**src/rtl/regfile_write_sequencer.sv**
```systemverilog
// Serialises the E/M writeback pair onto one register-file write port through an
// in-order queue, with newest-wins read bypass over the entries still pending.
module regfile_write_sequencer #(
   parameter int         DEPTH = 4,
   parameter logic [3:0] RNONE = 4'hF
) (
   input  logic        clk,
   input  logic        reset,
   input  logic        in_valid,
   output logic        in_ready,
   input  logic [3:0]  dstE,
   input  logic [63:0] valE,
   input  logic [3:0]  dstM,
   input  logic [63:0] valM,
   output logic        wr_en,
   output logic [3:0]  wr_addr,
   output logic [63:0] wr_data,
   input  logic [3:0]  srcA,
   input  logic [3:0]  srcB,
   output logic        fwdA_hit,
   output logic [63:0] fwdA_val,
   output logic        fwdB_hit,
   output logic [63:0] fwdB_val,
   output logic        drained
);

   localparam int PTR_W = $clog2(DEPTH);
   localparam int CNT_W = $clog2(DEPTH + 1);

   logic [3:0]       addr_q [DEPTH];
   logic [63:0]      data_q [DEPTH];
   logic [PTR_W-1:0] head_q, head_d;
   logic [PTR_W-1:0] tail_q, tail_d;
   logic [CNT_W-1:0] count_q, count_d;

   logic             accept;
   logic             enq_e;
   logic             enq_m;
   logic             pop;
   logic [PTR_W-1:0] m_slot;

   // Ready only when a worst-case pair fits; a same-cycle pop earns no credit.
   assign in_ready = (count_q <= CNT_W'(DEPTH - 2));
   assign accept   = in_valid & in_ready;
   assign enq_e    = accept & (dstE != RNONE);
   assign enq_m    = accept & (dstM != RNONE);
   assign pop      = (count_q != '0);
   assign m_slot   = enq_e ? tail_q + PTR_W'(1) : tail_q;

   assign head_d  = head_q + PTR_W'(pop);
   assign tail_d  = tail_q + PTR_W'(enq_e) + PTR_W'(enq_m);
   assign count_d = count_q + CNT_W'(enq_e) + CNT_W'(enq_m) - CNT_W'(pop);

   always_ff @(posedge clk) begin
      if (reset) begin
         head_q  <= '0;
         tail_q  <= '0;
         count_q <= '0;
      end else begin
         head_q  <= head_d;
         tail_q  <= tail_d;
         count_q <= count_d;
      end
   end

   always_ff @(posedge clk) begin
      if (enq_e) begin
         addr_q[tail_q] <= dstE;
         data_q[tail_q] <= valE;
      end
      if (enq_m) begin
         addr_q[m_slot] <= dstM;
         data_q[m_slot] <= valM;
      end
   end

   assign wr_en   = pop;
   assign wr_addr = pop ? addr_q[head_q] : '0;
   assign wr_data = pop ? data_q[head_q] : '0;
   assign drained = ~pop;

   // Scan oldest to newest so a later match overrides an earlier one.
   always_comb begin
      logic [PTR_W-1:0] idx;
      fwdA_hit = 1'b0;
      fwdA_val = '0;
      fwdB_hit = 1'b0;
      fwdB_val = '0;
      idx      = '0;
      for (int i = 0; i < DEPTH; i++) begin
         idx = head_q + PTR_W'(i);
         if (CNT_W'(i) < count_q) begin
            if ((srcA != RNONE) && (addr_q[idx] == srcA)) begin
               fwdA_hit = 1'b1;
               fwdA_val = data_q[idx];
            end
            if ((srcB != RNONE) && (addr_q[idx] == srcB)) begin
               fwdB_hit = 1'b1;
               fwdB_val = data_q[idx];
            end
         end
      end
   end

endmodule

```
**config.mk**
```make
export PLATFORM = sky130hd
export DESIGN_NAME = regfile_write_sequencer
export DESIGN_NICKNAME = d
export VERILOG_FILES = /design/src/rtl/regfile_write_sequencer.sv
export SDC_FILE = /design/constraint.sdc
export NUM_CORES = 1
export LEC_CHECK = 0
export BUFFER_PORTS_ARGS = -buffer_cell sky130_fd_sc_hd__buf_4
export CORE_MARGIN = 2
export CORE_UTILIZATION = 45
export DETAILED_ROUTE_END_ITERATION = 6
export PLACE_DENSITY = 0.7
export SETUP_SLACK_MARGIN = 0.05
export SYNTH_ARGS = -nofsm -noshare
export SYNTH_HDL_FRONTEND = slang
export SYNTH_SLANG_ARGS = --single-unit
```
**constraint.sdc**
```tcl
create_clock -name clk -period 3.7 [get_ports clk]
set_input_delay 0.37 -clock clk [delete_from_list [all_inputs] [get_ports clk]]
set_output_delay 0.37 -clock clk [all_outputs]
set_load 0.01 [all_outputs]
```
# == Word-level counts from Yosys, hierarchy flattened ==
# Memory sizes are Yosys's and may differ from the RTL's. A register that Yosys moved wholly into a read port is not among the register bits.
# Cells that the tools add are included.
# classes
n_addsub,10
magnitude_cmp,5
n_eq_ne,12
muxes,41
bitwise,4
reduce_logical,9
# ops
cell,count
$mux W64,17
$eq A4 B4 Y1,8
$mux W1,20
$ne A4 B4 Y1 const B,4
$logic_and A1 B1 Y1,8
$add A2 B1 Y2,3
$add A3 B1 Y3,2
$lt A1 B3 Y1 const A,2
$lt A2 B3 Y1 const A,2
$mux W2,3
$add A2 B1 Y2 const B,2
$add A2 B2 Y2 const B,2
$mux W4,1
$and A1 B1 Y1,3
$le A3 B2 Y1 const B,1
$reduce_bool A3 Y1,1
$sub A3 B1 Y3,1
$not A1 Y1,1
# totals
reg_bits,7
ram_bits,272
in_bits,147
out_inout_bits,201
word_cells,86
n_memories,2
# memory_table
name,words,width,rd,rd_ports_with_merged_regs,wr,line_no,rtl
data_q,4,64,4,1,2,31,logic [63:0] data_q [DEPTH];
addr_q,4,4,4,1,2,30,logic [3:0] addr_q [DEPTH];

# == Longest topological paths before layout ==
# depth
word_depth,10
mapped_depth,13
depth_no_buf,12

# == Least setup slack after synthesis ==
# Ideal clock, no wire load.
# synth_timing
kind,register to register
from,register count_q[2]
to,"memory addr_q[0][0], enable pin"
setup_ps,713
t_arrival_ps,3341
t_required_ps,2987
setup_slack_ps,-354
path_stages_with_launch,14
path_buffers,4
period_less_slack_ps,4054
cell_sequence,dfxtp_1 inv_1 ha_1 inv_1 a21oi_1 o211a_1 buf_2 inv_1 or3_1 a21o_1 clkbuf_1 buf_2 buf_1 nand2_1
# synth_lines
item,line_no,rtl
from (decl),34,"logic [CNT_W-1:0] count_q, count_d;"
from (signal assigned),62,count_q <= count_d;
to (decl),30,

==> out/metrics.csv <==
metric,value,unit
status,"finished, violations left",
failing checks,"DRC, setup timing",
P&R area growth vs syn,30.43,%
Wirelength per Cell,28.63,um
post-route minimum period,3.884,ns
Die Width,229.5,um
layout cell share with drive strength beyond 1,0.4169,
unrepaired setup endpoints after global routing,true,
VDD IR max,0.5279,mV
# IOs,348,
Post-Place Cells,3140,
worst-margin pin slew,0.8424,ns
drt first pass iters,7,
Worst path most repeated cell,buf_6,
Final ANT Viol Nets,0,
core area,50170,um2
Vias,22270,
top cell type's share of synthesized area,0.3569,
I/O Buffers,347,
GRT Total Usage,0.3154,
CTS root buf,clkbuf_16,
Pleak,10.79,nW
Routed Wire Length,94660,um
number of max-cap violations,0,
Avg Inst Size Synth,9.997,um2
met3 wire len,11470,um
vias in the first global route,21260,
synth cell count leaders,"395 x mux2_2, 272 x edfxtp_1, 262 x nor2_1",
clk_lat worst skew,0.57,ns
cell chain of the critical path,"mux4_2, mux2_4, o22ai_4, a311oi_4, buf_6, buf_16, a221o_1, a22o_1, buf_6",
yosys warns,0,
most frequent cell after synthesis,mux2_2,
Worst Path Max Fanout,13,
met2 WL,42870,um
period utilization,1.050,
worst path required time,3.33,ns
Main synth FF type,edfxtp_1,
Slew Limit Fails,0,
CP Data Arrival Time,3.51,ns
CP peak stage delay,0.58,ns
Tot Pwr,25.83,mW
clock sinks,279,
"Cell Count, Final, Fillers Out",3306,
Post-Route Skew,0.02700,ns
first-pass GRT wire length,128100,um
cell area power density,865.4,nW/um2
die area,52670,um2
DP Wirelength,50790,um
syn nets,2447,
"Seq/Total Area, Yosys",0.3631,
Min-Delay Path Class,in2reg,
Met1 Routed Length,34830,um
Finished Cell Area,29850,um2
Max-slew headroom,0.4362,
Rows,82,
Synth area leaders,"edfxtp_1 36%, mux2_2 19%, mux2i_1 5.9%, nor2_1 4.3%, a211oi_1 4.2%",
Yosys cell types,51,
Initial Util,0.4561,
Max H-tree Level,2,
Synth area leader,edfxtp_1,
Synth Instances,2289,
total gr overflow,0,
Highest Signal Layer,met5,
CTS tree,yes,
hold buffers post-CTS,0,
CP max stage cell,mux4_2,
GPL Wtd Cong,0.9190,
initial antenna violation count,12,
number of synthesized flops with an enable pin,272,
cell area after synthesis,22880,um2
Final Hold Vio Count,0,
ys async rst share,0,
critical path class,reg2out,
Worst-path clk slew,0.06,ns
largest net degree at the start of global routing,148,
fin util,0.5949,
First DRT Iteration DRCs,2861,
final worst slack,-0.1843,ns
number of buffers created by CTS,35,
Setup crit end kind,output port,
die height,229.5,um
CP Launch Type,flip-flop,
Seq cells post-synth,279,
DRC viols,1,
final setup violating endpoints,87,
fin nets,2757,
dpl cell area,26390,um2
fmax,257.4,MHz
Clock Path Buffers,3,
Vias per Instance,6.737,
==> per-stage QoR <==
stage	hold WS, ns	TNS, ns	setup slack [ns]
floorplan	0.4367	0	0.3074
global placement	0.5949	0	0.1849
detailed placement	0.6060	0	0.09640
CTS	0.02629	-0.02738	-0.009986
global route	0.04989	-6.744	-0.2072
finish	0.05278	-3.487	-0.1843
==> layout make-up <==
cell class              instances  area [um2]
fillers                      3973       20320
multi-input cells            1709       14000
flip-flops and latches        279        8315
repair buffers                497        5221
clock buffers                  42       933.4
well taps                     672       840.8
inverters                      76       311.5
clock inverters                20       187.7
diodes                         10       25.02
repair inverters                1       11.26
==> critical path: cells and delay by family (launching register included) <==
kind / cells / cell delay (ns)
AOI/OAI and AO/OA: 4 / 1.07
muxes: 2 / 0.92
buffers and inverters: 3 / 0.54
DFF: 1 / 0.44
==> layout by cell type, fill, tap and decap left out, drive strengths merged, types with 4 or more instances in the layout <==
cell	count
a211oi	127
a21oi	132
a221o	63
a221oi	64
a22o	63
and2	10
buf	473
clkbuf	65
clkinv	16
dfxtp	7
diode	10
edfxtp	272
ha	8
inv	78
mux2	400
mux2i	134
mux4	16
nand2	145
nand3	74
nor2	262
nor2b	4
nor3	7
o21ai	132
or3	7
xnor2	20
xor2	7
==> sequential cells by signal (all words and copies together) (netlist names) <==
signal,flops
data_q,256
head_q,2
addr_q,16
count_q,3
tail_q,2
==> layer usage <==
layer  track usage  vias to the layer above
li1              -                     9343
met1        0.3923                    10780
met2        0.5107                     1753
met3       0.07707                      393
met4        0.1567                        6
met5             0                        -
==> power by group <==
part / switching (mW) / total (mW) / internal, mW
Sequential: 0.463 / 5.23 / 4.77
Combinational: 9.97 / 17.2 / 7.19
Clock: 1.42 / 3.43 / 2.01
==> repair_timing <==
item                                    CTS  global route
setup buffers                            39            20
endpoints found under the setup margin  129           129
cloned                                    9            26
gates resized for setup                  74           101
endpoints found under the hold margin     0             0
pin swaps                                63            42
==> path summary, 6_finish.rpt <==
kind | start | slack [ns] | cells past startpoint | to
max | addr_q[0][2]$_DFFE_PP_ | -0.18 | 9 | fwdA_val[60]
min reg2reg | tail_q[1]$_SDFF_PP0_ | 0.65 | 2 | tail_q[1]$_SDFF_PP0_
max reg2reg | count_q[2]$_SDFF_PP0_ | 0.40 | 9 | data_q[2][33]$_DFFE_PP_
min | reset | 0.05 | 2 | count_q[1]$_SDFF_PP0_
==> logic make-up (layout without fill, tap and decap cells) <==
kind of cell               Yosys count  in the layout  synth area share
and+or+nand+nor                    521            525           0.09415
buffers and inverters              305            636           0.05626
adders and majority gates           11             11          0.006999
muxes                              550            550            0.2712
AOI/OAI and AO/OA                  596            596            0.1980
xor gates and xnor gates            27             27           0.01033
other                                0             10                 0
DFF                                279            279            0.3631
Note: power is estimated with default switching activity, not from simulation.
